**config.mk**
```make
export PLATFORM = sky130hd
export DESIGN_NAME = fetch_issue_ctrl
export DESIGN_NICKNAME = d
export VERILOG_FILES = /design/src/rtl/pipe_defs.sv /design/src/rtl/fetch_pc_sel.sv /design/src/rtl/fetch_issue_ctrl.sv
export SDC_FILE = /design/constraint.sdc
export NUM_CORES = 1
export LEC_CHECK = 0
export CAP_MARGIN = 25
export CORE_ASPECT_RATIO = 2
export CORE_MARGIN = 1
export CORE_UTILIZATION = 35
export DETAILED_ROUTE_END_ITERATION = 10
export PLACE_DENSITY = 0.69
export SETUP_SLACK_MARGIN = 0.1
export SLEW_MARGIN = 20
export SYNTH_ARGS = -nofsm -noshare
export SYNTH_HDL_FRONTEND = slang
export SYNTH_SLANG_ARGS = --single-unit
export TNS_END_PERCENT = 1
```
**constraint.sdc**
```tcl
create_clock -name clk -period 2.5 [get_ports clk]
set_clock_uncertainty 0.2 [all_clocks]
set_input_delay 0.5 -clock clk [delete_from_list [all_inputs] [get_ports clk]]
set_output_delay 0.5 -clock clk [all_outputs]
set_load 0.01 [all_outputs]
```
**src/rtl/pipe_defs.sv**
```systemverilog
// Shared pipeline definitions: opcode constants, fetch FSM state encoding
// and the default bubble instruction.
package pipe_defs;

  localparam logic [3:0] OP_LW    = 4'b0111;
  localparam logic [3:0] OP_SW    = 4'b0011;
  localparam logic [3:0] OP_BCOND = 4'b0010;
  localparam logic [3:0] OP_JAL   = 4'b0110;
  localparam logic [3:0] OP_NOP   = 4'b0000;

  // Bubble encoding; its opcode field is OP_NOP so the stall logic releases.
  localparam logic [31:0] NOP_INST_DEFAULT = 32'h0000_0000;

  typedef enum logic [1:0] {
    ST_BOOT   = 2'd0,
    ST_RUN    = 2'd1,
    ST_HALTED = 2'd2
  } fetch_state_e;

endpackage

```
**src/rtl/fetch_pc_sel.sv**
```systemverilog
// Next-fetch-address priority mux. Purely combinational:
// reset > BOOT > HALTED hold > redirect > halt > noop > sequential +4.
module fetch_pc_sel
  import pipe_defs::*;
#(
  parameter int unsigned           PCBITS   = 32,
  parameter logic [PCBITS-1:0]     RESET_PC = '0
) (
  input  logic              reset,
  input  fetch_state_e      state_q,
  input  logic              redirect_valid,
  input  logic [PCBITS-1:0] redirect_pc,
  input  logic              halt_req,
  input  logic              noop,
  input  logic [PCBITS-1:0] pc_q,
  output logic [PCBITS-1:0] pc_next
);

  // Select the address presented to IMEM this cycle.
  always_comb begin
    pc_next = pc_q;
    if (reset) begin
      pc_next = RESET_PC;
    end else begin
      unique case (state_q)
        ST_BOOT:   pc_next = RESET_PC;
        ST_HALTED: pc_next = pc_q;
        ST_RUN: begin
          if (redirect_valid)  pc_next = redirect_pc;
          else if (halt_req)   pc_next = pc_q;
          else if (noop)       pc_next = pc_q;
          else                 pc_next = pc_q + PCBITS'(4); // wraps modulo 2^PCBITS
        end
        default:   pc_next = RESET_PC;
      endcase
    end
  end

endmodule

```
**src/rtl/fetch_issue_ctrl.sv**
```systemverilog
// Fetch stage controller: owns the PC, addresses a 1-cycle-latency IMEM and
// loads the fetch->decode latch, inserting bubbles on stall/redirect/halt.
// Optional build macro FETCH_STATS_EN adds bubble/redirect counters.
//
// Decode latch contract: valid_D=1 means inst_D/pc_D hold a real fetched
// instruction; valid_D=0 means a bubble (inst_D=NOP_INST, pc_D unchanged).
// There is no back-pressure: the consumer takes inst_D every cycle.
module fetch_issue_ctrl
  import pipe_defs::*;
#(
  parameter int unsigned             PCBITS   = 32,
  parameter int unsigned             INSTBITS = 32,
  parameter int unsigned             OPBITS   = 4,
  parameter logic [PCBITS-1:0]       RESET_PC = '0,
  parameter logic [INSTBITS-1:0]     NOP_INST = NOP_INST_DEFAULT
) (
  input  logic                clk,
  input  logic                reset,
  input  logic                noop,
  input  logic                redirect_valid,
  input  logic [PCBITS-1:0]   redirect_pc,
  input  logic                halt_req,
  output logic [PCBITS-1:0]   imem_addr,
  input  logic [INSTBITS-1:0] imem_rdata,
  output logic [INSTBITS-1:0] inst_D,
  output logic [PCBITS-1:0]   pc_D,
  output logic                valid_D,
  output logic [OPBITS-1:0]   op_D,
  output logic                halted,
  output logic [1:0]          state_dbg
`ifdef FETCH_STATS_EN
  ,
  output logic [31:0]         stat_bubbles,
  output logic [31:0]         stat_redirects
`endif
);

  fetch_state_e        state_q, state_d;
  logic [PCBITS-1:0]   pc_q, pc_next;
  logic [INSTBITS-1:0] inst_q;
  logic [PCBITS-1:0]   pc_d_q;
  logic                valid_q;
  logic                load_real;

  fetch_pc_sel #(
    .PCBITS   (PCBITS),
    .RESET_PC (RESET_PC)
  ) u_pc_sel (
    .reset          (reset),
    .state_q        (state_q),
    .redirect_valid (redirect_valid),
    .redirect_pc    (redirect_pc),
    .halt_req       (halt_req),
    .noop           (noop),
    .pc_q           (pc_q),
    .pc_next        (pc_next)
  );

  // FSM next state and whether the decode latch takes the fetched word.
  always_comb begin
    state_d   = state_q;
    load_real = 1'b0;
    unique case (state_q)
      ST_BOOT:   state_d = ST_RUN;
      ST_RUN: begin
        if (redirect_valid)  state_d = ST_RUN;      // wrong-path word, halt dropped
        else if (halt_req)   state_d = ST_HALTED;
        else if (noop)       state_d = ST_RUN;
        else                 load_real = 1'b1;
      end
      ST_HALTED: state_d = ST_HALTED;
      default:   state_d = ST_BOOT;
    endcase
  end

  // State, PC and decode latch registers.
  always_ff @(posedge clk) begin
    if (reset) begin
      state_q <= ST_BOOT;
      pc_q    <= RESET_PC;
      inst_q  <= NOP_INST;
      pc_d_q  <= '0;
      valid_q <= 1'b0;
    end else begin
      state_q <= state_d;
      pc_q    <= pc_next;
      if (load_real) begin
        inst_q  <= imem_rdata;
        pc_d_q  <= pc_q;
        valid_q <= 1'b1;
      end else begin
        inst_q  <= NOP_INST;
        valid_q <= 1'b0;
      end
    end
  end

  assign imem_addr = pc_next;
  assign inst_D    = inst_q;
  assign pc_D      = pc_d_q;
  assign valid_D   = valid_q;
  assign op_D      = inst_q[INSTBITS-1 -: OPBITS];
  assign halted    = (state_q == ST_HALTED);
  assign state_dbg = state_q;

`ifdef FETCH_STATS_EN
  logic [31:0] stat_bubbles_q, stat_redirects_q;

  // Saturating counters of noop bubbles and redirects seen in RUN.
  always_ff @(posedge clk) begin
    if (reset) begin
      stat_bubbles_q   <= '0;
      stat_redirects_q <= '0;
    end else if (state_q == ST_RUN) begin
      if (redirect_valid && (stat_redirects_q != '1))
        stat_redirects_q <= stat_redirects_q + 32'd1;
      if (!redirect_valid && !halt_req && noop && (stat_bubbles_q != '1))
        stat_bubbles_q <= stat_bubbles_q + 32'd1;
    end
  end

  assign stat_bubbles   = stat_bubbles_q;
  assign stat_redirects = stat_redirects_q;
`endif

endmodule

```
==> key figures, run 1 <==
GRT
  • First-pass GRT wire length: approximately 26 mm
  • GRT overflow: 0
  • Initial antenna violation count: 0
  • Total GRT Usage: a little over a quarter
  • Largest net degree at the start of global routing: 36
  • Vias in the first global route: between 5000 and 6000

Pwr
  • Reg power frac: about 44%
  • Peak supply drop: about 640 uV
  • Net Sw Frac: between 20% and 30%
  • Int Pwr: between 2 and 3 mW
  • Power per cell area: about 470 nW/um^2
  • Clock power frac: around two fifths
  • Psw: ~1 mW
  • Logic pwr share: ~18%
  • Leakage: about 3 nW

Synth
  • Post-synthesis adder-cell area fraction: under 10%
  • Post-synth top area share: between 40% and 50%
  • Sequential share of the synthesized area: a little under half
  • Async set-reset flop share out of synthesis: 0%
  • Dominant synthesized flop cell: dfxtp_1
  • Area contributors post-synth: dfxtp_1, nand2_1, a21oi_1
  • Largest family of logic cells by synthesized area: simple AND/OR/NAND/NOR gates
  • Flops & latches, synth: 99
  • EDFF count, synth: 0
  • Mapped Cells: approximately 520
  • Net Count, Synth: ~600
  • Synth Area in Compound Gates: 19.8%
  • Synth warnings: 0
  • Post-synthesis xor/xnor area fraction: under 10%
  • Post-synth top area cell: dfxtp_1
  • Synth Area in Simple Gates: between 20% and 30%
  • Synth Area per Inst: 8.42 sq um
  • Proportion of synthesized area in mux cells: less than 1%
  • Post-synthesis cell type count: 54
  • Cell area after synthesis: 4400 sq um

Outcome
  • Outcome: finished with violations
  • Failing checks: negative setup slack

STA
  • Worst slew margin: 72.3%
  • RSZ-0062 raised after global routing: yes
  • Hold Vio Cnt, Final: 0
  • Final slew viol count: 0
  • Post-route clock period utilization: 115%
  • Post-layout min period: about 2900 ps
  • Final setup fails: 31
  • Worst-Margin Slew: 416 ps
  • Crit path setup slack, layout: -375 ps
  • F_max: around 350 MHz
  • Post-route setup TNS: -7840 ps

Setup path
  • Worst Path Required: 1800 ps
  • Worst setup EP type: output pin
  • Critical Path AT: 2170 ps
  • Slowest stage delay, CP: between 300 and 400 ps
  • CP max-delay cell: dfxtp_2
  • Crit-path cells: buf_6, and4_4, nand4_4, buf_12, nor3_2, xnor2_1, o22ai_1, dlygate4sd2_1
  • CP max FO: 8
  • Crit start category: flop
  • Critical setup path kind: reg2out

Routing
  • Post-Route WL: between 15 and 20 mm
  • DRT antenna net count: 0
  • WL/cell: 17.9 um
  • Residual DRC: 0
  • DR iter-0 viols: just under 400
  • First-pass DRT Iterations: 7
  • Via density: around 5.4
  • Via count: roughly 5100

Placed design
  • Pre-CTS setup slack: -958 ps
  • Placer congestion estimate: roughly 0.87
  • Port bufs: 172
  • DP Area: 7090 sq um
  • Detailed Place HPWL: around 12 mm

CTS
  • Root buf cell: clkbuf_16
  • Htree depth: 3
  • Skew-Pair Late Insertion Delay: 360 ps
  • Total clock sinks: just under 100
  • Clock buffer depth: 2
  • Num CTS Buffers: 9
  • Worst-path clk slew: about 70 ps
  • CTS tree: built

Die
  • Starting Density: 36.0%
  • Boundary Pins: around 170
  • Core Region: about 12000 sq um
  • Die Width: around 81 um
  • Die ar.: around 13000 sq um
  • Num rows: 57
  • Die Ht: 160 um

Hold path
  • Hold Crit Class: reg2reg

Finish
  • Post-layout util: 64.1%
  • Layout area overhead: 77.9%
  • Layout cells sized above 1: roughly a third
  • Final net count: 872
  • Final Cell Area: slightly below 8000 sq um
  • Diodes inserted: 0
  • Fill cells: 979

Flow run
  • Max-Cap Viols: 0
## routing by layer
layer | wire [um] | track usage, % | vias up
li1 | - | - | 2394
met1 | 5590 | 24.9 | 2439
met2 | 9420 | 48.8 | 244
met3 | 1220 | 6.65 | 55
met4 | 738 | 15.3 | 0
met5 | 0 | 0 | -
## power by group through the flow
stage	clock network, mW	registers [mW]	logic [mW]
after global routing	1.52	1.62	0.675
after floorplan	0	1.66	0.188
after global placement	0	1.65	0.547
after detailed placement	0	1.65	0.556
final	1.41	1.61	0.640
after CTS	1.44	1.61	0.625
## through the flow
step / power, mW / instances / hold WS (ps)
detailed placement: 2.20 / 918 / 248
global placement: 2.19 / 918 / 243
finish: 3.67 / 950 / 255
floorplan: 1.84 / 522 / 232
global route: 3.81 / 950 / 278
CTS: 3.68 / 949 / 258
## worst max-delay path, delay by kind of cell (launching register included)
family          cells  cell delay, ps
buf+inv             3             590
simple gates        3             580
flops               1             360
xor+xnor            1             170
compound gates      1             120
## sequential cells by signal, indices dropped and copies added, names as in the netlist
register   cells
state_dbg      2
pc_q          32
inst_D        32
pc_D          32
valid_D        1
## repair_timing
action,4_1_cts,5_1_grt
pin swaps,45,14
endpoints found under the hold margin,0,0
setup buffers,15,1
hold buffers,0,0
setup endpoints to repair,33,34
gates resized for setup,210,17
cloned,1,0
## synthesized netlist by cell type, types with 6 or more instances
cell      count
o21ai_0      17
nor3_1        9
nor2_1       26
a21oi_1      50
nand4_1       8
xor2_1        6
nand3_1      12
nand2_1      88
o22ai_1      28
dfxtp_1      99
a31oi_1       7
a22oi_1      20
xnor2_1      10
and2_1       36
clkbuf_1     33
## layout by cell type, fill, tap and decap left out, types with 4 or more instances in the layout
cell,Yosys,final
xnor2_1,10,8
and2_1,36,33
buf_12,0,6
dlygate4sd2_1,0,6
nor2_1,26,25
nor3_1,9,4
a22oi_1,20,14
xor2_1,6,6
a31oi_1,7,6
a21oi_2,0,7
o21ai_0,17,12
dfxtp_1,99,88
nand3_1,12,11
clkdlybuf4s15_2,0,5
buf_6,1,13
clkdlybuf4s50_1,0,135
dfxtp_2,0,9
nand2_1,88,86
ha_4,0,4
nand4_1,8,8
a21oi_1,50,43
o22ai_1,28,27
a22oi_2,0,6
inv_8,0,4
buf_4,5,114
clkbuf_16,0,9
nor3_4,0,4
buf_2,2,24
## cells by family (layout without fill, tap and decap cells)
family	after synthesis	count (layout)
DFF	99	99
and+or+nand+nor	212	212
adders and majority gates	5	5
xor gates and xnor gates	16	16
AOI/OAI and AO/OA	142	142
buffers and inverters	46	327
muxes	2	2
## area by class of cell
cell class	instances	area, sq um	share of cell area, %
clock buffer	9	225	2.88
clock inverter	7	77.6	0.992
inverter	5	23.8	0.304
multi-input combinational	377	2560	32.7
sequential	99	2000	25.6
tap	147	184	2.35
timing repair buffer	306	2750	35.2
## final timing paths
check	startpoint	cells past startpoint	to	slack [ps]
setup / recovery	pc_q[2]$_SDFF_PP0_	8	imem_addr[21]	-370
hold / removal	pc_D[29]$_SDFFE_PP0P_	2	pc_D[29]$_SDFFE_PP0P_	260
setup reg to reg	pc_q[2]$_SDFF_PP0_	11	pc_q[19]$_SDFF_PP0_	180
hold reg to reg	pc_D[29]$_SDFFE_PP0P_	2	pc_D[29]$_SDFFE_PP0P_	260
(Power assumes the default switching activity.)
==> run 2: changes to the inputs <==
Settings changed: GPL_ROUTABILITY_DRIVEN set to 0.
==> run 2 against run 1 <==
Against the previous run:
- the flow still finishes with violations (negative setup slack)
- fmax down 1.6%
- register-to-register slack worse by 210 ps
- power down 1.6%
- routed wire length down 2.7%
- clock power about the same
- critical path depth down 1
- sequential power about the same
- sequential cell count unchanged
- non-clock buffer count up 2
- die area unchanged
- global-route usage down 0.45 points
- first-iteration DRC count down 8.5%
- critical path type is now in2out
- largest power group unchanged
==> key figures, run 2 (same netlist as run 1, synthesis figures left out) <==
GRT
  • GRT overflow: 0
  • First-pass GRT wire length: ~25 mm
  • Largest net degree at the start of global routing: 36
  • Total GRT Usage: between 20% and 30%
  • Vias in the first global route: roughly 5300
  • Initial antenna violation count: 0

Setup path
  • Worst Path Required: between 1500 and 2000 ps
  • Critical Path AT: between 2000 and 2500 ps
  • Slowest stage delay, CP: 530 ps
  • Critical setup path kind: in2out
  • Crit-path cells: dlygate4sd2_1, nor3b_4, buf_4, nand2_2, or4_4, a31oi_4, buf_6
  • Crit start category: input port
  • CP max-delay cell: or4_4
  • Worst setup EP type: output pin
  • CP max FO: 4

STA
  • Worst-Margin Slew: 417 ps
  • Post-route setup TNS: -9440 ps
  • Worst hold slack: roughly 250 ps
  • Final slew viol count: 0
  • Post-layout min period: 2920 ps
  • Final setup fails: 33
  • Hold Vio Cnt, Final: 0
  • F_max: 342 MHz
  • Crit path setup slack, layout: -422 ps
  • Worst slew margin: roughly 72%
  • RSZ-0062 raised after global routing: yes
  • Post-route clock period utilization: 117%

CTS
  • CTS tree: built
  • Skew-Pair Late Insertion Delay: 350 ps
  • Root buf cell: clkbuf_16
  • Total clock sinks: 99
  • Worst-path clk slew: about 70 ps
  • Htree depth: 3
  • Clock buffer depth: 2
  • Num CTS Buffers: 9

Placed design
  • # placed instances: just over 900
  • DP Area: between 7000 and 8000 sq um
  • Pre-CTS setup slack: -1020 ps
  • Port bufs: roughly 170
  • Detailed Place HPWL: about 12 mm

Finish
  • Final net count: 874
  • Fill cells: about 970
  • Layout area overhead: 76.6%
  • Commonest non-fill, non-tap cell in the layout: clkdlybuf4s50_1
  • Final Cell Area: between 7000 and 8000 sq um
  • Commonest non-fill, non-tap cells in the layout: clkdlybuf4s50_1, buf_4, dfxtp_1
  • Fin cells: roughly 950
  • Post-layout util: a little under two thirds
  • Layout cells sized above 1: a little under a third
  • Sequential Area: approximately 2000 sq um
  • Area occupied by multi-input gates: between 2000 and 3000 sq um
  • Diodes inserted: 0

Die
  • Die Ht: between 150 and 200 um
  • Die Width: 81.2 um
  • Die ar.: ~13000 sq um
  • Boundary Pins: ~170
  • Core Region: between 10000 and 15000 sq um
  • Num rows: between 50 and 60
  • Starting Density: 36.0%

Pwr
  • Leakage: approximately 3.1 nW
  • Power per cell area: 465 nW/um^2
  • Peak supply drop: a little under 500 uV
  • Pwr Total: 3.61 mW

Hold path
  • Hold Crit Class: reg2reg

Routing
  • Via density: roughly 5.3
  • Via count: slightly above 5000
  • WL/cell: 17.3 um
  • Residual DRC: 0
  • DR iter-0 viols: 364
  • First-pass DRT Iterations: 5
  • Post-Route WL: roughly 17 mm
  • DRT antenna net count: 0

Outcome
  • Failing checks: negative setup slack
  • Outcome: finished with violations

Flow run
  • Max-Cap Viols: 0
==> run 2: layout make-up <==
cell class	count	area share, %
Clock buffer	10	3.08
Clock inverter	6	0.709
Inverter	5	0.242
Multi-Input combinational cell	377	32.6
Sequential cell	99	25.6
Tap cell	147	2.37
Timing Repair Buffer	308	35.3
==> run 2: where the power goes <==
part / switching (mW) / internal (mW)
registers: 0.0143 / 1.60
logic: 0.290 / 0.328
clock network: 0.656 / 0.724
==> run 2: final timing paths <==
path                             start                     to  slack [ps]  cells past startpoint
max                           halt_req          imem_addr[10]        -420                      7
min              pc_D[18]$_SDFFE_PP0P_  pc_D[18]$_SDFFE_PP0P_         250                      2
max reg2reg  state_dbg[1]$_SDFFE_PP0P_     pc_q[3]$_SDFF_PP0_         -30                     14
min reg2reg      pc_D[18]$_SDFFE_PP0P_  pc_D[18]$_SDFFE_PP0P_         250                      2
==> run 2: worst max-delay path: cells and delay by family <==
| family | cells | cell delay, ps |
|---|---|---|
| buf+inv | 3 | 600 |
| compound gates | 1 | 180 |
| simple gates | 3 | 920 |
==> run 2: what timing repair did <==
action                                  CTS  global route
setup buffers                            21             0
endpoints found under the setup margin   33            33
hold buffers                              0             0
pin swaps                                32             9
gates cloned                              1             0
gates resized for setup                 161            24
==> run 2: per-layer routing <==
layer / GRT usage (%) / share of wire (%)
met2: 48.0 / 55
met4: 17.0 / 4.7
met1: 23.9 / 34
met3: 6.08 / 6.6
met5: 0 / 0
